==> config.mk <==
export PLATFORM = sky130hd
export DESIGN_NAME = seg_scan_decoder
export DESIGN_NICKNAME = d
export VERILOG_FILES = /design/src/rtl/seg_scan_decoder.sv
export SDC_FILE = /design/constraint.sdc
export NUM_CORES = 1
export LEC_CHECK = 0
export ABC_AREA = 0
export BUFFER_PORTS_ARGS = -buffer_cell sky130_fd_sc_hd__buf_2
export CAP_MARGIN = 15
export CORE_UTILIZATION = 59
export DETAILED_ROUTE_END_ITERATION = 12
export PLACE_DENSITY = 0.88
export SYNTH_ARGS = -nofsm -noshare
export SYNTH_HDL_FRONTEND = slang
export SYNTH_SLANG_ARGS = --single-unit
export TNS_END_PERCENT = 20
==> constraint.sdc <==
create_clock -name clk -period 3 [get_ports clk]
set_input_delay 0.15 -clock clk [delete_from_list [all_inputs] [get_ports clk]]
set_output_delay 0.15 -clock clk [all_outputs]
set_load 0.02 [all_outputs]
==> src/rtl/seg_scan_decoder.sv <==
// rtl/seg_scan_decoder.sv - recovers digit values from a multiplexed active-low 7-segment scan bus
// Each digit is captured once per stable dwell; a full frame is published when all four are seen.
module seg_scan_decoder #(
  parameter int STABLE_CYCLES = 4
) (
  input  logic        clk,
  input  logic        rst,
  input  logic [6:0]  seg_n,
  input  logic [3:0]  dig_n,
  output logic [15:0] value,
  output logic [3:0]  blank_mask,
  output logic        frame_stb,
  output logic        err_stb,
  output logic [1:0]  err_digit
);

  localparam logic [7:0] STABLE = 8'(STABLE_CYCLES);

  typedef enum logic [1:0] {IDLE, TRACK, HOLD} state_t;

  state_t      state_q, state_d;
  logic [7:0]  cnt_q, cnt_d;
  logic [1:0]  ref_dig_q, ref_dig_d;
  logic [6:0]  ref_seg_q, ref_seg_d;
  logic [3:0]  cap_q, cap_d;
  logic [15:0] shadow_q, shadow_d;
  logic [3:0]  shblank_q, shblank_d;
  logic [15:0] value_q, value_d;
  logic [3:0]  blank_q, blank_d;
  logic        frame_q, frame_d;
  logic        err_q, err_d;
  logic [1:0]  err_dig_q, err_dig_d;

  logic        sel_valid;
  logic [1:0]  sel_idx;
  logic        match;
  logic        process;
  logic        dec_ok;
  logic        dec_blank;
  logic [3:0]  dec_nib;
  logic [3:0]  cap_nxt;

  always_comb begin
    sel_valid = 1'b1;
    sel_idx   = 2'd0;
    case (dig_n)
      4'b1110: sel_idx = 2'd0;
      4'b1101: sel_idx = 2'd1;
      4'b1011: sel_idx = 2'd2;
      4'b0111: sel_idx = 2'd3;
      default: sel_valid = 1'b0;
    endcase
  end

  assign match = (sel_idx == ref_dig_q) && (seg_n == ref_seg_q);

  always_comb begin
    dec_ok    = 1'b1;
    dec_blank = 1'b0;
    dec_nib   = 4'h0;
    case (seg_n)
      7'h40: dec_nib = 4'h0;
      7'h79: dec_nib = 4'h1;
      7'h24: dec_nib = 4'h2;
      7'h30: dec_nib = 4'h3;
      7'h19: dec_nib = 4'h4;
      7'h12: dec_nib = 4'h5;
      7'h02: dec_nib = 4'h6;
      7'h78: dec_nib = 4'h7;
      7'h00: dec_nib = 4'h8;
      7'h10: dec_nib = 4'h9;
      7'h08: dec_nib = 4'hA;
      7'h03: dec_nib = 4'hB;
      7'h46: dec_nib = 4'hC;
      7'h21: dec_nib = 4'hD;
      7'h06: dec_nib = 4'hE;
      7'h0E: dec_nib = 4'hF;
      7'h7F: dec_blank = 1'b1;
      default: dec_ok = 1'b0;
    endcase
  end

  always_comb begin
    state_d   = state_q;
    cnt_d     = cnt_q;
    ref_dig_d = ref_dig_q;
    ref_seg_d = ref_seg_q;
    cap_d     = cap_q;
    shadow_d  = shadow_q;
    shblank_d = shblank_q;
    value_d   = value_q;
    blank_d   = blank_q;
    frame_d   = 1'b0;
    err_d     = 1'b0;
    err_dig_d = err_dig_q;
    process   = 1'b0;
    cap_nxt   = cap_q;

    case (state_q)
      IDLE: begin
        if (sel_valid) begin
          state_d   = TRACK;
          cnt_d     = 8'd1;
          ref_dig_d = sel_idx;
          ref_seg_d = seg_n;
        end else begin
          cnt_d = 8'd0;
        end
      end
      TRACK: begin
        if (!sel_valid) begin
          state_d = IDLE;
          cnt_d   = 8'd0;
        end else if (match) begin
          // Saturating count; reaching the threshold captures exactly once.
          if (cnt_q + 8'd1 >= STABLE) begin
            cnt_d   = STABLE;
            state_d = HOLD;
            process = 1'b1;
          end else begin
            cnt_d = cnt_q + 8'd1;
          end
        end else begin
          cnt_d     = 8'd1;
          ref_dig_d = sel_idx;
          ref_seg_d = seg_n;
        end
      end
      HOLD: begin
        if (!sel_valid) begin
          state_d = IDLE;
          cnt_d   = 8'd0;
        end else if (!match) begin
          state_d   = TRACK;
          cnt_d     = 8'd1;
          ref_dig_d = sel_idx;
          ref_seg_d = seg_n;
        end
      end
      default: begin
        state_d = IDLE;
        cnt_d   = 8'd0;
      end
    endcase

    if (process) begin
      if (dec_ok) begin
        shadow_d[4*sel_idx +: 4] = dec_nib;
        shblank_d[sel_idx]       = dec_blank;
        cap_nxt                  = cap_q | (4'b0001 << sel_idx);
        if (cap_nxt == 4'b1111) begin
          value_d = shadow_d;
          blank_d = shblank_d;
          frame_d = 1'b1;
          cap_d   = 4'b0000;
        end else begin
          cap_d = cap_nxt;
        end
      end else begin
        err_d     = 1'b1;
        err_dig_d = sel_idx;
      end
    end
  end

  always_ff @(posedge clk) begin
    if (rst) begin
      state_q   <= IDLE;
      cnt_q     <= 8'd0;
      ref_dig_q <= 2'd0;
      ref_seg_q <= 7'h00;
      cap_q     <= 4'b0000;
      shadow_q  <= 16'h0000;
      shblank_q <= 4'b0000;
      value_q   <= 16'h0000;
      blank_q   <= 4'b0000;
      frame_q   <= 1'b0;
      err_q     <= 1'b0;
      err_dig_q <= 2'd0;
    end else begin
      state_q   <= state_d;
      cnt_q     <= cnt_d;
      ref_dig_q <= ref_dig_d;
      ref_seg_q <= ref_seg_d;
      cap_q     <= cap_d;
      shadow_q  <= shadow_d;
      shblank_q <= shblank_d;
      value_q   <= value_d;
      blank_q   <= blank_d;
      frame_q   <= frame_d;
      err_q     <= err_d;
      err_dig_q <= err_dig_d;
    end
  end

  assign value      = value_q;
  assign blank_mask = blank_q;
  assign frame_stb  = frame_q;
  assign err_stb    = err_q;
  assign err_digit  = err_dig_q;

endmodule

Yosys cells after proc, flatten, opt, wreduce, memory -nomap -nowiden
Index checks and enable logic that the tools add are counted.
{"block": "totals", "in_bits": 13, "out_inout_bits": 24, "reg_bits": 67, "wordCells": 107}
{"block": "op_classes", "eq_ne": 31, "bitwise_logic": 3, "n_shift": 3, "mux": 38, "n_lt_le_gt_ge": 3, "addsub": 2, "reduce_logical": 15}
{"op": "case mux 4 bit (15 select lines)", "n": 1}
{"op": "2-to-1 mux 8 bit", "n": 5}
{"op": "equality test 7 bit (second input constant)", "n": 5}
{"op": "negator 4 -> 34 bit", "n": 1}
{"op": "variable shift 4 x 34 -> 16 bit (first input constant)", "n": 1}
{"op": "variable part select 4 x 34 -> 16 bit", "n": 1}
{"op": "case mux 8 bit (3 select lines)", "n": 1}
{"op": "equality test 7 x 5 -> 1 bit (second input constant)", "n": 3}
{"op": "equality test 7 x 6 -> 1 bit (second input constant)", "n": 3}
{"op": "2-to-1 mux 7 bit", "n": 3}
{"op": "2-to-1 mux 2 bit", "n": 9}
{"op": "OR reduction 17 bit", "n": 1}
{"op": "bitwise mux 16 bit", "n": 1}
{"op": "equality test 4 bit (second input constant)", "n": 4}
{"op": "equality test 7 x 2 -> 1 bit (second input constant)", "n": 2}
{"op": "equality test 7 x 4 -> 1 bit (second input constant)", "n": 2}
{"op": "case mux 7 bit (2 select lines)", "n": 1}
{"op": "case mux 2 bit (3 select lines)", "n": 2}
{"op": "2-to-1 mux 1 bit", "n": 11}
{"op": "!= test 3 bit (second input constant)", "n": 3}
{"op": "adder 8 x 1 -> 8 bit (second input constant)", "n": 1}
{"op": "greater-or-equal comparator 8 x 3 -> 1 bit (second input constant)", "n": 1}
{"op": "AND reduction 4 bit", "n": 2}
{"op": "equality test 7 x 3 -> 1 bit (second input constant)", "n": 1}
{"op": "other kinds (25)", "n": 30}

Logic depth before layout (Yosys ltp)
{"block": "depth", "ltp_word": 9, "mapped_depth": 13, "mapped_depth_nobuf": 10}

Worst setup path before layout
No wires, ideal clock.
{"block": "synth_path", "kind": "reg2reg", "start": "register cnt_q[0]", "end": "register shadow_q[0]", "required_time_ns": 2.883, "arrival_ns": 2.078, "synth_period_minus_slack_ns": 2.195, "setup_time_ns": 0.117, "path_slack_ns": 0.805, "stages_incl_launch_ff": 10, "cell_sequence": "dfxtp_1 -> ha_1 -> and2_1 -> a21oi_1 -> o31a_1 -> o2111ai_1 -> buf_2 -> or3_1 -> buf_2 -> a32o_1"}
{"block": "synth_between", "elab_chain_len": 7}
{"item": "from (decl)", "line": "22", "rtl": "logic [7:0] cnt_q, cnt_d;"}
{"item": "from (signal assigned)", "line": "182", "rtl": "cnt_q <= cnt_d;"}
{"item": "adder 8 x 1 -> 8 bit", "line": "116", "rtl": "if (cnt_q + 8'd1 >= STABLE) begin"}
{"item": "greater-or-equal comparator 8 x 3 -> 1 bit", "line": "116"}
{"item": "2-to-1 mux 1 bit", "line": "116"}
{"item": "2-to-1 mux 1 bit", "line": "114", "rtl": "end else if (match) begin"}
{"item": "2-to-1 mux 1 bit", "line": "111", "rtl": "if (!sel_valid) begin"}
{"item": "2-to-1 mux 1 bit", "line": "99", "rtl": "case (state_q)"}
{"item": "AND reduction 2 bit (no source line)"}
{"item": "to (signal assigned)", "line": "186", "rtl": "shadow_q <= shadow_d;"}
{"item": "to (decl)", "line": "26", "rtl": "logic [15:0] shadow_q, shadow_d;"}
Every way passes these cells.
A chain may end at the register's enable or synchronous reset.

Worst setup path in the final report
{"block": "layout_path", "start": "register cnt_q[0]", "end": "register value_q[9], in the netlist value[9]"}
{"block": "layout_between", "elab_chain_len": 7}
{"item": "adder 8 x 1 -> 8 bit", "line": "116"}
{"item": "greater-or-equal comparator 8 x 3 -> 1 bit", "line": "116"}
{"item": "2-to-1 mux 1 bit", "line": "116"}
{"item": "2-to-1 mux 1 bit", "line": "114"}
{"item": "2-to-1 mux 1 bit", "line": "111"}
{"item": "2-to-1 mux 1 bit", "line": "99"}
{"item": "AND reduction 3 bit (no source line)"}
{"item": "to (signal assigned)", "line": "188", "rtl": "value_q <= value_d;"}
{"item": "to (decl)", "line": "28", "rtl": "logic [15:0] value_q, value_d;"}
Every way passes these cells.

==> results.md <==
* Initial core utilization at around 63%
* Hold buffers post-CTS at 0
* Routed WL per cell at between 15 and 20 um
* Grt total ovfl at 0
* Worst-skew pair later-pin latency at 0.36 ns
* Pwr/cell area at 511.5 mW/mm^2
* Post-synthesis mux area share at roughly 6.8%
* Period minus WS final at approximately 2.5 ns
* Clock sinks at 67
* Max Buffers Root-to-Sink at 2
* CP arrival at 2.74 ns
* Yosys warns at 0
* Reg-to-Reg End: value[9]
* Setup TNS at 0 ns
* Clock Root Buffer: clkbuf_8
* Slew Limit Headroom at between 40% and 50%
* Cts bufs inserted at 9
* Chip Width at around 80 um
* Min-delay src: seg_n[3]
* Flops & latches, synth at between 60 and 70
* M3 GR Usage at 4.800%
* CTS resizes at 0
* Drt initial violations at 237
* Core Box Area at about 0.0057 mm^2
* Ant diodes at 0
* Synthesis-to-finish area growth at 11.50%
* Placer Congestion at approximately 0.9
* Routing usage on met2 at roughly two fifths
* Global-route wire length before repair at 13320 um
* Total Die Area at 0.006363 mm^2
* Total global-route track usage at between 20% and 30%
* Final-report setup violation count at 0
* Xor/xnor share of the synthesized area at under 10%
* Setup crit start kind: flop
* GR peak layer: met2
* Rows at 27
* Max-slew violations at 0
* Compound-Gate Fraction of Synth Area at 17.85%
* WHS Path Cells at 3
* Final HPWL DP at ~5500 um
* Routed WL at 7943 um
* Power, Total at roughly 2.0 mW
* Final hold violations at 0
* Routed vias at ~3200
* DR DRC count at 0
* Crit path max fanout at 15
* Simple-gate share of the synthesized area at roughly 25%
* R2r setup slk at roughly 0.48 ns
* Worst Setup Path Type: flop to flop
* Most frequent cell after synthesis: dfxtp_1
* Adder-cell share of the synthesized area at about 4.9%
* Die Y at 79.77 um
* CTS H-Tree Depth at 3
* Mapped Nets at ~450
* Largest family of logic cells by synthesized area: simple AND/OR/NAND/NOR gates
* Achievable frequency at between 300 and 400 MHz
* Hold Path Class: primary input to flop
* Post-route antenna net violation count at 0
* Outcome: complete, no violations
* EDFF count, synth at 0
* Worst slew pin tran at 0.7682 ns
* P_leak at 1.575 nW
* Peak supply drop at ~0.0004 V
* Yosys top cell area share at a little under two fifths
* CTS tree: done
* 1st-pass router iterations at 5
* Port buffer count at 36
* Worst setup EP type: flop
* FF-to-FF Start: cnt_q[0]
* Critical path required time at about 3.2 ns
* Distinct cell type count after synthesis at 58
* Initial antenna violation count at 0
* Synth area leader: dfxtp_1
* Post-synthesis instance total at 426
* Post-CTS Setup Inserts at 0
* Post-synth ARST share at 0%
* Hold Path Sink: ref_seg_q[3]
* Grt met1 use at 36.20%
* Most used DFF post-synth: dfxtp_1
* Mean Syn Cell Area at 8.377 um^2
* Top cells by area, synth: dfxtp_1, mux2i_1, nor2_1
* Vias per inst at between 5 and 6
* Sequential fraction of the synthesis area at a little under two fifths
* Nets@finish at 478
* Worst r2r path cells at 9
* RSZ-0062 raised after global routing: false
* Period utilization at 84.11%
* IO Count at 37
* Register clock-pin slew on the reported worst setup and hold paths at ~0.080 ns
* Largest net degree at the start of global routing at 33
* Synthesized cell area at between 0.003 and 0.004 mm^2
* Share of cells above drive strength 1 at about 15%
* Skew final at 0.01642 ns
* Number of global-route vias before repair at 2848
* Max-cap viol count at 0
* Synth cell count leaders: dfxtp_1, nor2_1, nand2_1
[metrics by stage]
stage                     hold slack [ns]  instances  cell area [um^2]  setup slack [ns]  utilization [%]
after floorplan                    0.4314        426              3568            0.8048                -
after global placement             0.4449        512              3755            0.4806            66.16
after detailed placement           0.4521        512              3755            0.4211            66.16
after CTS                          0.2090        528              3979            0.5059            70.11
after global routing               0.2432        528              3979            0.3335            70.11
final                              0.2230        528              3979            0.4766            70.11
[routing by layer]
metal	wire length [um]	vias to the layer above
met5	0	-
met3	448	16
met4	163	0
li1	-	1570
met1	3692	1443
met2	3639	123
[critical path, cell delays in order, from the launching register on]
cell	delay [ns]
dfxtp_1	0.36
ha_1	0.24
and2_1	0.16
a21oi_1	0.21
o31a_1	0.21
o2111ai_1	0.34
nor3_4	0.29
buf_4	0.26
mux2i_1	0.25
nor2_1	0.07
[area by class of cell]
class / count / area, um^2
inverter: 16 / 60.06
multi-input combinational: 314 / 2031
sequential: 67 / 1341
clock buffer: 9 / 123.9
clock inverter: 7 / 100.1
timing repair buffer: 43 / 232.7
fill: 444 / 1697
tap: 72 / 90.09
[cells by family after synthesis]
| kind of cell | count (synthesis) |
|---|---|
| flops | 67 |
| xor+xnor | 11 |
| buf+inv | 45 |
| mux | 24 |
| simple gates | 170 |
| compound gates | 95 |
| fa+ha+maj | 14 |
[how the worst max path moves through the flow]
stage,start,to,cells past startpoint
2_1_floorplan,cnt_q[0],shadow_q[0],9
3_3_place_gp,dig_n[3],value[10],12
3_5_place_dp,dig_n[3],value[9],12
4_1_cts,cnt_q[0],value[0],9
5_1_grt,cnt_q[0],value[9],9
6_report,cnt_q[0],value[9],9
[state kept, by name (all words and copies together) (netlist names)]
| signal | flops |
|---|---|
| blank_mask | 4 |
| cap_q | 4 |
| cnt_q | 8 |
| err_digit | 2 |
| err_stb | 1 |
| frame_stb | 1 |
| ref_dig_q | 2 |
| ref_seg_q | 7 |
| shadow_q | 16 |
| shblank_q | 4 |
| state_q | 2 |
| value | 16 |
[cell usage in the layout (no fill, tap or decap), drive strengths merged, types with 8 or more instances in the layout]
| master | n |
|---|---|
| a21oi | 25 |
| dfxtp | 67 |
| buf | 43 |
| nand2 | 29 |
| or3 | 8 |
| nand3 | 12 |
| clkbuf | 9 |
| a211oi | 12 |
| ha | 14 |
| inv | 17 |
| o21ai | 20 |
| nor2 | 57 |
| mux2i | 23 |
| nor3 | 14 |
[report_power, final]
group | internal [mW] | total (mW) | switching, mW
Sequential | 0.910 | 0.931 | 0.0209
Clock | 0.471 | 0.841 | 0.370
Combinational | 0.104 | 0.263 | 0.159
Total | 1.49 | 2.04 | 0.550
Power figures use the tool's default switching activity.
